===== src/rtl/key_pkg.sv =====
// -----------------------------------------------------------------------------
// key_pkg
// Shared definitions for the key event conditioner: debounce FSM state
// encoding, default timing constants and the counter width helper.
// No ports (package).
// -----------------------------------------------------------------------------
package key_pkg;

    // Debounce FSM states, one per channel.
    typedef enum logic [1:0] {
        RELEASED     = 2'b00,
        PRESS_WAIT   = 2'b01,
        HELD         = 2'b10,
        RELEASE_WAIT = 2'b11
    } key_state_e;

    // 1 ms and 1 s at 50 MHz.
    localparam int unsigned DEBOUNCE_CYCLES_DEF = 32'd50000;
    localparam int unsigned HOLD_CYCLES_DEF     = 32'd50000000;

    // Number of bits needed to hold values 0 .. n-1 (at least 1).
    function automatic int unsigned cnt_width(input int unsigned n);
        int unsigned w;
        w = 32'd1;
        while ((32'd1 << w) < n) begin
            w = w + 32'd1;
        end
        return w;
    endfunction

endpackage


===== src/rtl/key_debounce_channel.sv =====
// -----------------------------------------------------------------------------
// key_debounce_channel
// One push-button channel: 2-flop synchronizer, 4-state debounce FSM and
// registered press/release (and optional long-press) event pulses.
// Optional feature macro: LONG_PRESS_EN (adds the hold counter and hold_pulse_o).
//
// Ports:
//   clk_i            system clock
//   rst_n_i          synchronous active-low reset
//   key_n_i          raw asynchronous button, 0 = pressed
//   pressed_o        debounced level, 1 = pressed
//   press_pulse_o    one-cycle pulse on accepted press
//   release_pulse_o  one-cycle pulse on accepted release
//   hold_pulse_o     one-cycle pulse on long press (0 without LONG_PRESS_EN)
// -----------------------------------------------------------------------------
module key_debounce_channel
    import key_pkg::*;
#(
    parameter int unsigned DEBOUNCE_CYCLES = DEBOUNCE_CYCLES_DEF,
    parameter int unsigned HOLD_CYCLES     = HOLD_CYCLES_DEF
) (
    input  logic clk_i,
    input  logic rst_n_i,
    input  logic key_n_i,
    output logic pressed_o,
    output logic press_pulse_o,
    output logic release_pulse_o,
    output logic hold_pulse_o
);

    localparam logic [1:0] ST_RELEASED     = RELEASED;
    localparam logic [1:0] ST_PRESS_WAIT   = PRESS_WAIT;
    localparam logic [1:0] ST_HELD         = HELD;
    localparam logic [1:0] ST_RELEASE_WAIT = RELEASE_WAIT;

    localparam int unsigned      CNT_W    = cnt_width(DEBOUNCE_CYCLES);
    localparam logic [CNT_W-1:0] CNT_ONE  = {{(CNT_W-1){1'b0}}, 1'b1};
    localparam logic [CNT_W-1:0] CNT_LAST = CNT_W'(DEBOUNCE_CYCLES - 32'd1);

    // The terminal-count compare needs at least two cycles to be meaningful.
    generate
        if ((DEBOUNCE_CYCLES < 32'd2) || (HOLD_CYCLES < 32'd1)) begin : g_bad_param
            $error("key_debounce_channel: DEBOUNCE_CYCLES must be >= 2 and HOLD_CYCLES >= 1");
        end
    endgenerate

    logic             s1_q;
    logic             s2_q;
    logic             k_s;
    logic [1:0]       state_q;
    logic [1:0]       state_d;
    logic [CNT_W-1:0] cnt_q;
    logic [CNT_W-1:0] cnt_d;
    logic             pressed_q;
    logic             pressed_d;
    logic             press_q;
    logic             press_d;
    logic             release_q;
    logic             release_d;

    // Synchronized key, 1 = pressed.
    assign k_s = ~s2_q;

    // Debounce FSM next-state: a new level is accepted only after it has been
    // seen for DEBOUNCE_CYCLES consecutive cycles; any dip back restarts.
    always_comb begin
        state_d   = state_q;
        cnt_d     = cnt_q;
        pressed_d = pressed_q;
        press_d   = 1'b0;
        release_d = 1'b0;
        case (state_q)
            ST_RELEASED: begin
                if (k_s) begin
                    state_d = ST_PRESS_WAIT;
                    cnt_d   = CNT_ONE;
                end else begin
                    cnt_d   = '0;
                end
            end
            ST_PRESS_WAIT: begin
                if (!k_s) begin
                    state_d = ST_RELEASED;
                    cnt_d   = '0;
                end else if (cnt_q == CNT_LAST) begin
                    state_d   = ST_HELD;
                    cnt_d     = '0;
                    press_d   = 1'b1;
                    pressed_d = 1'b1;
                end else begin
                    cnt_d = cnt_q + CNT_ONE;
                end
            end
            ST_HELD: begin
                if (!k_s) begin
                    state_d = ST_RELEASE_WAIT;
                    cnt_d   = CNT_ONE;
                end else begin
                    state_d = ST_HELD;
                end
            end
            ST_RELEASE_WAIT: begin
                if (k_s) begin
                    state_d = ST_HELD;
                    cnt_d   = '0;
                end else if (cnt_q == CNT_LAST) begin
                    state_d   = ST_RELEASED;
                    cnt_d     = '0;
                    release_d = 1'b1;
                    pressed_d = 1'b0;
                end else begin
                    cnt_d = cnt_q + CNT_ONE;
                end
            end
            default: begin
                state_d   = ST_RELEASED;
                cnt_d     = '0;
                pressed_d = 1'b0;
            end
        endcase
    end

    // Synchronizer, FSM and registered event outputs.
    always_ff @(posedge clk_i) begin
        if (!rst_n_i) begin
            s1_q      <= 1'b1;
            s2_q      <= 1'b1;
            state_q   <= ST_RELEASED;
            cnt_q     <= '0;
            pressed_q <= 1'b0;
            press_q   <= 1'b0;
            release_q <= 1'b0;
        end else begin
            s1_q      <= key_n_i;
            s2_q      <= s1_q;
            state_q   <= state_d;
            cnt_q     <= cnt_d;
            pressed_q <= pressed_d;
            press_q   <= press_d;
            release_q <= release_d;
        end
    end

    assign pressed_o       = pressed_q;
    assign press_pulse_o   = press_q;
    assign release_pulse_o = release_q;

`ifdef LONG_PRESS_EN
    // hcnt can reach HOLD_CYCLES, where it parks after the single hold pulse.
    localparam int unsigned       HCNT_W    = cnt_width(HOLD_CYCLES + 32'd1);
    localparam logic [HCNT_W-1:0] HCNT_ONE  = {{(HCNT_W-1){1'b0}}, 1'b1};
    localparam logic [HCNT_W-1:0] HCNT_LAST = HCNT_W'(HOLD_CYCLES - 32'd1);
    localparam logic [HCNT_W-1:0] HCNT_SAT  = HCNT_W'(HOLD_CYCLES);

    logic [HCNT_W-1:0] hcnt_q;
    logic [HCNT_W-1:0] hcnt_d;
    logic              hold_q;
    logic              hold_d;

    // Hold counter: runs while debounced-pressed, fires once, cleared in
    // RELEASED/PRESS_WAIT so every accepted press starts from zero.
    always_comb begin
        hcnt_d = hcnt_q;
        hold_d = 1'b0;
        if ((state_q == ST_HELD) || (state_q == ST_RELEASE_WAIT)) begin
            if (hcnt_q == HCNT_LAST) begin
                hold_d = 1'b1;
                hcnt_d = HCNT_SAT;
            end else if (hcnt_q != HCNT_SAT) begin
                hcnt_d = hcnt_q + HCNT_ONE;
            end else begin
                hcnt_d = hcnt_q;
            end
            if (state_d == ST_RELEASED) begin
                hcnt_d = '0;
            end else begin
                hcnt_d = hcnt_d;
            end
        end else begin
            hcnt_d = '0;
        end
    end

    // Hold counter and registered hold pulse.
    always_ff @(posedge clk_i) begin
        if (!rst_n_i) begin
            hcnt_q <= '0;
            hold_q <= 1'b0;
        end else begin
            hcnt_q <= hcnt_d;
            hold_q <= hold_d;
        end
    end

    assign hold_pulse_o = hold_q;
`else
    assign hold_pulse_o = 1'b0;
`endif

endmodule


===== src/rtl/key_event_conditioner.sv =====
// -----------------------------------------------------------------------------
// key_event_conditioner
// Turns the raw active-low DE10-Lite KEY buttons into debounced levels and
// single-cycle press/release/hold events. Channels are fully independent.
// Optional feature macro: LONG_PRESS_EN (enables hold_pulse).
//
// Ports:
//   MAX10_CLK1_50  system clock, 50 MHz
//   rst_n          synchronous active-low reset
//   KEY            raw asynchronous buttons, 0 = pressed
//   pressed        debounced level, 1 = pressed
//   press_pulse    one-cycle pulse on accepted press
//   release_pulse  one-cycle pulse on accepted release
//   hold_pulse     one-cycle pulse on long press (0 without LONG_PRESS_EN)
// -----------------------------------------------------------------------------
module key_event_conditioner
    import key_pkg::*;
#(
    parameter int unsigned N_KEYS          = 32'd2,
    parameter int unsigned DEBOUNCE_CYCLES = DEBOUNCE_CYCLES_DEF,
    parameter int unsigned HOLD_CYCLES     = HOLD_CYCLES_DEF
) (
    input  logic              MAX10_CLK1_50,
    input  logic              rst_n,
    input  logic [N_KEYS-1:0] KEY,
    output logic [N_KEYS-1:0] pressed,
    output logic [N_KEYS-1:0] press_pulse,
    output logic [N_KEYS-1:0] release_pulse,
    output logic [N_KEYS-1:0] hold_pulse
);

    generate
        for (genvar g = 0; g < N_KEYS; g++) begin : g_chan
            key_debounce_channel #(
                .DEBOUNCE_CYCLES (DEBOUNCE_CYCLES),
                .HOLD_CYCLES     (HOLD_CYCLES)
            ) u_chan (
                .clk_i           (MAX10_CLK1_50),
                .rst_n_i         (rst_n),
                .key_n_i         (KEY[g]),
                .pressed_o       (pressed[g]),
                .press_pulse_o   (press_pulse[g]),
                .release_pulse_o (release_pulse[g]),
                .hold_pulse_o    (hold_pulse[g])
            );
        end
    endgenerate

endmodule


===== config.mk =====
export PLATFORM = sky130hd
export DESIGN_NAME = key_event_conditioner
export DESIGN_NICKNAME = d
export VERILOG_FILES = /design/src/rtl/key_pkg.sv /design/src/rtl/key_debounce_channel.sv /design/src/rtl/key_event_conditioner.sv
export SDC_FILE = /design/constraint.sdc
export NUM_CORES = 1
export LEC_CHECK = 0
export CAP_MARGIN = 20
export CORE_ASPECT_RATIO = 1.1
export CORE_MARGIN = 1
export CORE_UTILIZATION = 64
export CTS_CLUSTER_DIAMETER = 120
export CTS_CLUSTER_SIZE = 10
export DETAILED_ROUTE_END_ITERATION = 7
export HOLD_SLACK_MARGIN = 0.03
export PLACE_DENSITY = 0.84
export SYNTH_ARGS = -nofsm -noshare
export SYNTH_HDL_FRONTEND = slang
export SYNTH_SLANG_ARGS = --single-unit

===== constraint.sdc =====
create_clock -name MAX10_CLK1_50 -period 3.7 [get_ports MAX10_CLK1_50]
set_input_delay 0.37 -clock MAX10_CLK1_50 [delete_from_list [all_inputs] [get_ports MAX10_CLK1_50]]
set_output_delay 0.37 -clock MAX10_CLK1_50 [all_outputs]
set_load 0.01 [all_outputs]

After elaboration in Yosys (flattened, before gate mapping)
Index checks and enable logic that the tools add are counted.

word-level totals
  flip-flop bits (word level) = 46
  latch bits = 0
  bits in writable memories = 0
  ROM bits = 0
  input port bits = 4
  output and inout port bits = 8
  memories = 0

operators by class
  add/subtract/negate cells = 2
  multiply operators = 0
  div/mod/pow operators = 0
  order comparisons = 0
  eq/ne operators = 24
  shifts and indexed selects = 0
  multiplexer cells = 38
  bitwise operators = 3
  reduce and logical (&&, ||, !) cells = 12

operators with widths
  cell                   count
  $mux 16                8
  $pmux 16 s4            2
  $add 16x1->16 const B  2
  $eq 16x16->1 const B   2
  $mux 2                 10
  $ne 2x1->1 const B     8
  $pmux 2 s4             2
  $mux 1                 14
  $reduce_and 3->1       4
  $reduce_and 5->1       2
  $eq 2x2->1 const B     4
  $ne 2x2->1 const B     4
  $ne 3x1->1 const B     2
  $ne 3x3->1 const B     2
  $reduce_or 3->1        2
  $eq 2x1->1 const B     2
  $logic_not 2->1        2
  $pmux 1 s2             2
  $reduce_bool 2->1      2
  $not 1->1              3

Longest topological paths before layout
  depth in word-level cells = 4
  mapped depth = 7

Cells and area by module
A second synthesis with hierarchy kept.

unflattened totals
  cell total of the unflattened synthesis = 302
  area, all modules = 2516.2 um2

by module, submodules not included
  module                                   times used  cells each  area each (um2)  seq. area each (um2)
  key_debounce_channel (g_chan[0].u_chan)  1           168         1345.0           460.4
  key_debounce_channel (g_chan[1].u_chan)  1           134         1171.1           460.4

Worst setup path after synthesis
No wires, ideal clock.

  path kind = flip-flop to flip-flop
  from = register g_chan[1].u_chan.cnt_q[4]
  to = register g_chan[1].u_chan.pressed_q
  library setup time = 115 ps
  arrival time = 1723 ps
  required time = 3585 ps
  setup slack = 1862 ps
  stages on the path, launching flop included = 6
  path buffers = 0
  cell sequence = dfxtp_1 or4_4 nor4_4 nand4_2 mux2_1 o21a_1

on the way
  longest elaborated chain between the ends = 3
  elaborated cells on any way between the ends = 4

RTL lines
  element                         line                                                     text
  start: declaration              key_debounce_channel.sv:52                               logic [CNT_W-1:0] cnt_q;
  start signal: assignment        key_debounce_channel.sv:137                              cnt_q <= cnt_d;
  $eq 16x16->1 (*)                key_debounce_channel.sv:85, key_debounce_channel.sv:106
  $ne 2x1->1 (no line)            --
  $reduce_and 5->1 (no line) (*)  --
  end signal: assignment          key_debounce_channel.sv:138                              pressed_q <= pressed_d;
  end: declaration                key_debounce_channel.sv:54                               logic pressed_q;

Mark *: on every way between the ends. The rest lies on a longest branch, timed or not.
A chain may end at the register's enable or synchronous reset.

Worst setup path after layout
  from = register g_chan[0].u_chan.cnt_q[0]
  to = register g_chan[0].u_chan.cnt_q[7]

on the way
  longest elaborated chain between the ends = 4
  elaborated cells on any way between the ends = 6

RTL lines
  element                                        line                                                     text
  start: declaration                             key_debounce_channel.sv:52
  start signal: assignment                       key_debounce_channel.sv:137
  $add 16x1->16 or $eq 16x16->1 (tied branches)  --
  $mux 16 (*)                                    key_debounce_channel.sv:85, key_debounce_channel.sv:106
  $mux 16 (on tied branches)                     key_debounce_channel.sv:103, key_debounce_channel.sv:82
  $pmux 16 s4 (*)                                key_debounce_channel.sv:72                               case (state_q)

Marks and branches as above.

==> impl_metrics.yaml <==
status:
  outcome: "completed"
placed_design:
  preCtsSetupSlack_ns: 1.17
  dp_hpwl_um: 3010
  place.gp.congestion: 0.916
  dpl_cell_area_um2: 2370
  io_buffers: 9
sta:
  hold_viol_final: 0
  setup_viol: 0
  rsz0062_at_grt: "no"
  layout_min_cycle_time_ns: 2.36
  fin_ws_ns: 1.34
  finalCritPeriodShare: 0.638
  max_freq_ghz: 0.423
  max_slew_margin: 0.500
  worst_pin_slew_ns: 0.748
  setup_tns_ns: 0
  slew_viol_final: 0
  clock_skew_ns: 0.0135
yosys:
  async_reset_ff_frac: 0
  ys_seq_area_frac: 0.395
  synth_area_leader_cell: "dfxtp_1"
  synthAdderAreaFrac: 0.0107
  synth-simple-area-share: 0.305
  synth.area.mux_share: 0.0306
  synth-edff-count: 0
  synth_ff_type: "dfxtp_1"
  synth_top_family_by_area: "simple AND/OR/NAND/NOR gates"
  ys_top_cells_by_area: "dfxtp_1 (40%), nand3_1 (4.5%), nand2_1 (3.7%), a21oi_1 (3.2%), nor2_1 (3.2%)"
  ys_warn_count: 0
  netlist_area_um2: 2330
  synth_seq_cells: 46
  synth_cells: 282
  ys_types: 52
  synth_compound_area_frac: 0.172
  synth_xor_area_frac: 0.0226
  synth_top_area_frac: 0.395
  synth_area_per_cell_um2: 8.26
drt:
  firstDrtPassIters: 4
  via_per_inst: 6.17
  wire_per_inst_um: 13.3
  ant_nets: 0
  routed_wl_um: 4320
  dr.first_iter.drc_count: 122
  drc: 0
  vias: 2012
critical_path:
  critical_path_required_ns: 3.98
  rrSetupSlack_ns: 1.34
  worstPathCellList: "ha_1 -> and3_1 -> and4_1 -> nor2_1 -> o21ai_0 -> a31oi_1"
  worst-setup-path-type: "reg2reg"
  startpoint_type: "flip-flop"
  cp.depth: 6
  arrival_ns: 2.64
  critPathMaxStageDelay_ns: 0.65
  crit_family: "simple AND/OR/NAND/NOR gates"
  r2r_cells: 6
  critPathBufInv: 0
  end_kind: "flip-flop"
  slowest_stage: "nor2_1"
  path_max_fanout: 14
floorplanning:
  die-area_um2: 3890
  initial_core_util: 0.683
  fp.dieW_um: 59.5
  std_cell_rows: 22
  coreArea_um2: 3410
  io_pins: 12
  fp.dieH_um: 65.3
worst_hold_path:
  holdPathStages: 1
  hp-class: "reg2reg"
global_routing:
  gr-total-overflow: 0
  met1_usage: 0.296
  grt_pass1_wl_um: 7380
  use_met3: 0.0571
  top_usage_layer: "met2"
  grt_usage: 0.244
  global_route.usage.met2: 0.409
  grt_pass1_vias: 1770
  grt_max_degree: 28
  antenna_found_initial: 0
cts:
  cts_max_level: 2
  post_cts_resize_count: 0
  post_cts_buffers: 0
  clkTransAtPathRegs_ns: 0.13
  cts_buffers: 5
  cts_tree: "built"
  hold_buffers: 0
  clk_path_buf_depth: 2
  numClockSinks: 46
  cts_root_buffer: "clkbuf_4"
  clk_latency_ns: 0.35
layout:
  fillCellCount: 298
  syn_to_final_growth_pct: 3.92
  stdcell_area_um2: 2420
  layout_common_cells: "dfxtp_1 (46), nand2_1 (23), nand3_1 (21), nor2_1 (20), a21oi_1 (15)"
  num_antenna_cells: 0
  layout.nets: 284
  drive_above_1_share: 0.0468
  final_common_cell: "dfxtp_1"
power:
  powerDensity_nw_per_um2: 305
  vdd_drop_max_v: 0.000202
  leakage_nw: 0.796
flow_run:
  cap_violations: 0
[where the power goes]
part           switching, mW  internal (mW)  leakage, nW
combinational        0.00827        0.00780        0.393
clock                  0.152         0.0686       0.0308
sequential           0.00398          0.498        0.372
total                  0.164          0.575        0.796
[path summary, 6_finish.rpt]
kind / to / startpoint
hold / removal: g_chan[0].u_chan.s2_q / g_chan[0].u_chan.s1_q
setup / recovery: g_chan[0].u_chan.cnt_q[7] / g_chan[0].u_chan.cnt_q[0]
hold reg to reg: g_chan[0].u_chan.s2_q / g_chan[0].u_chan.s1_q
setup reg to reg: g_chan[0].u_chan.cnt_q[7] / g_chan[0].u_chan.cnt_q[0]
[synthesized netlist by cell type (all sizes together), types with 7 or more instances]
library cell  count
a31oi             7
nand4            11
nand2            23
and3              8
nor2             20
inv               7
o21ai            18
nand3            21
buf              12
dfxtp            46
a21oi            15
clkbuf           10
nor3              9
[layer usage]
metal	vias to the layer above	routed length (um)
met4	0	62
met5	-	0
li1	1007	-
met2	62	2100
met1	935	1940
met3	8	214
[flip-flops by register name (all words and copies together) (netlist names), named ones only]
signal,flops
g_chan.u_chan.state_q,2
g_chan.u_chan.s1_q,2
g_chan.u_chan.cnt_q,32
g_chan.u_chan.press_pulse_o,2
g_chan.u_chan.pressed_o,2
g_chan.u_chan.release_pulse_o,2
g_chan.u_chan.s2_q,2
[cells by family after synthesis]
| group | count (synthesis) |
|---|---|
| flip-flops | 46 |
| XOR/XNOR | 6 |
| AND/OR/NAND/NOR | 128 |
| AO/OA/AOI/OAI | 63 |
| other | 1 |
| buffers and inverters | 29 |
| adder cells (fa/ha/maj) | 2 |
| multiplexers | 7 |
[stage by stage]
| step | hold slack (ns) | util | total power, mW | instances |
|---|---|---|---|---|
| 6_report | 0.430 | 0.709 | 0.739 | 326 |
| 2_1_floorplan | 0.386 | - | 0.525 | 283 |
| 3_5_place_dp | 0.397 | 0.695 | 0.529 | 319 |
| 3_3_place_gp | 0.391 | 0.695 | 0.529 | 319 |
| 5_1_grt | 0.454 | 0.709 | 0.768 | 326 |
| 4_1_cts | 0.425 | 0.709 | 0.747 | 326 |
[final cells by class]
class	count	area, um^2	area share
Multi-Input combinational cell	208	1270	0.524
Sequential cell	46	921	0.380
Timing Repair Buffer	10	97.6	0.0403
Tap cell	48	60.1	0.0248
Clock buffer	5	37.5	0.0155
Inverter	7	26.3	0.0109
Clock inverter	2	10.0	0.00413
(Power assumes the default switching activity.)
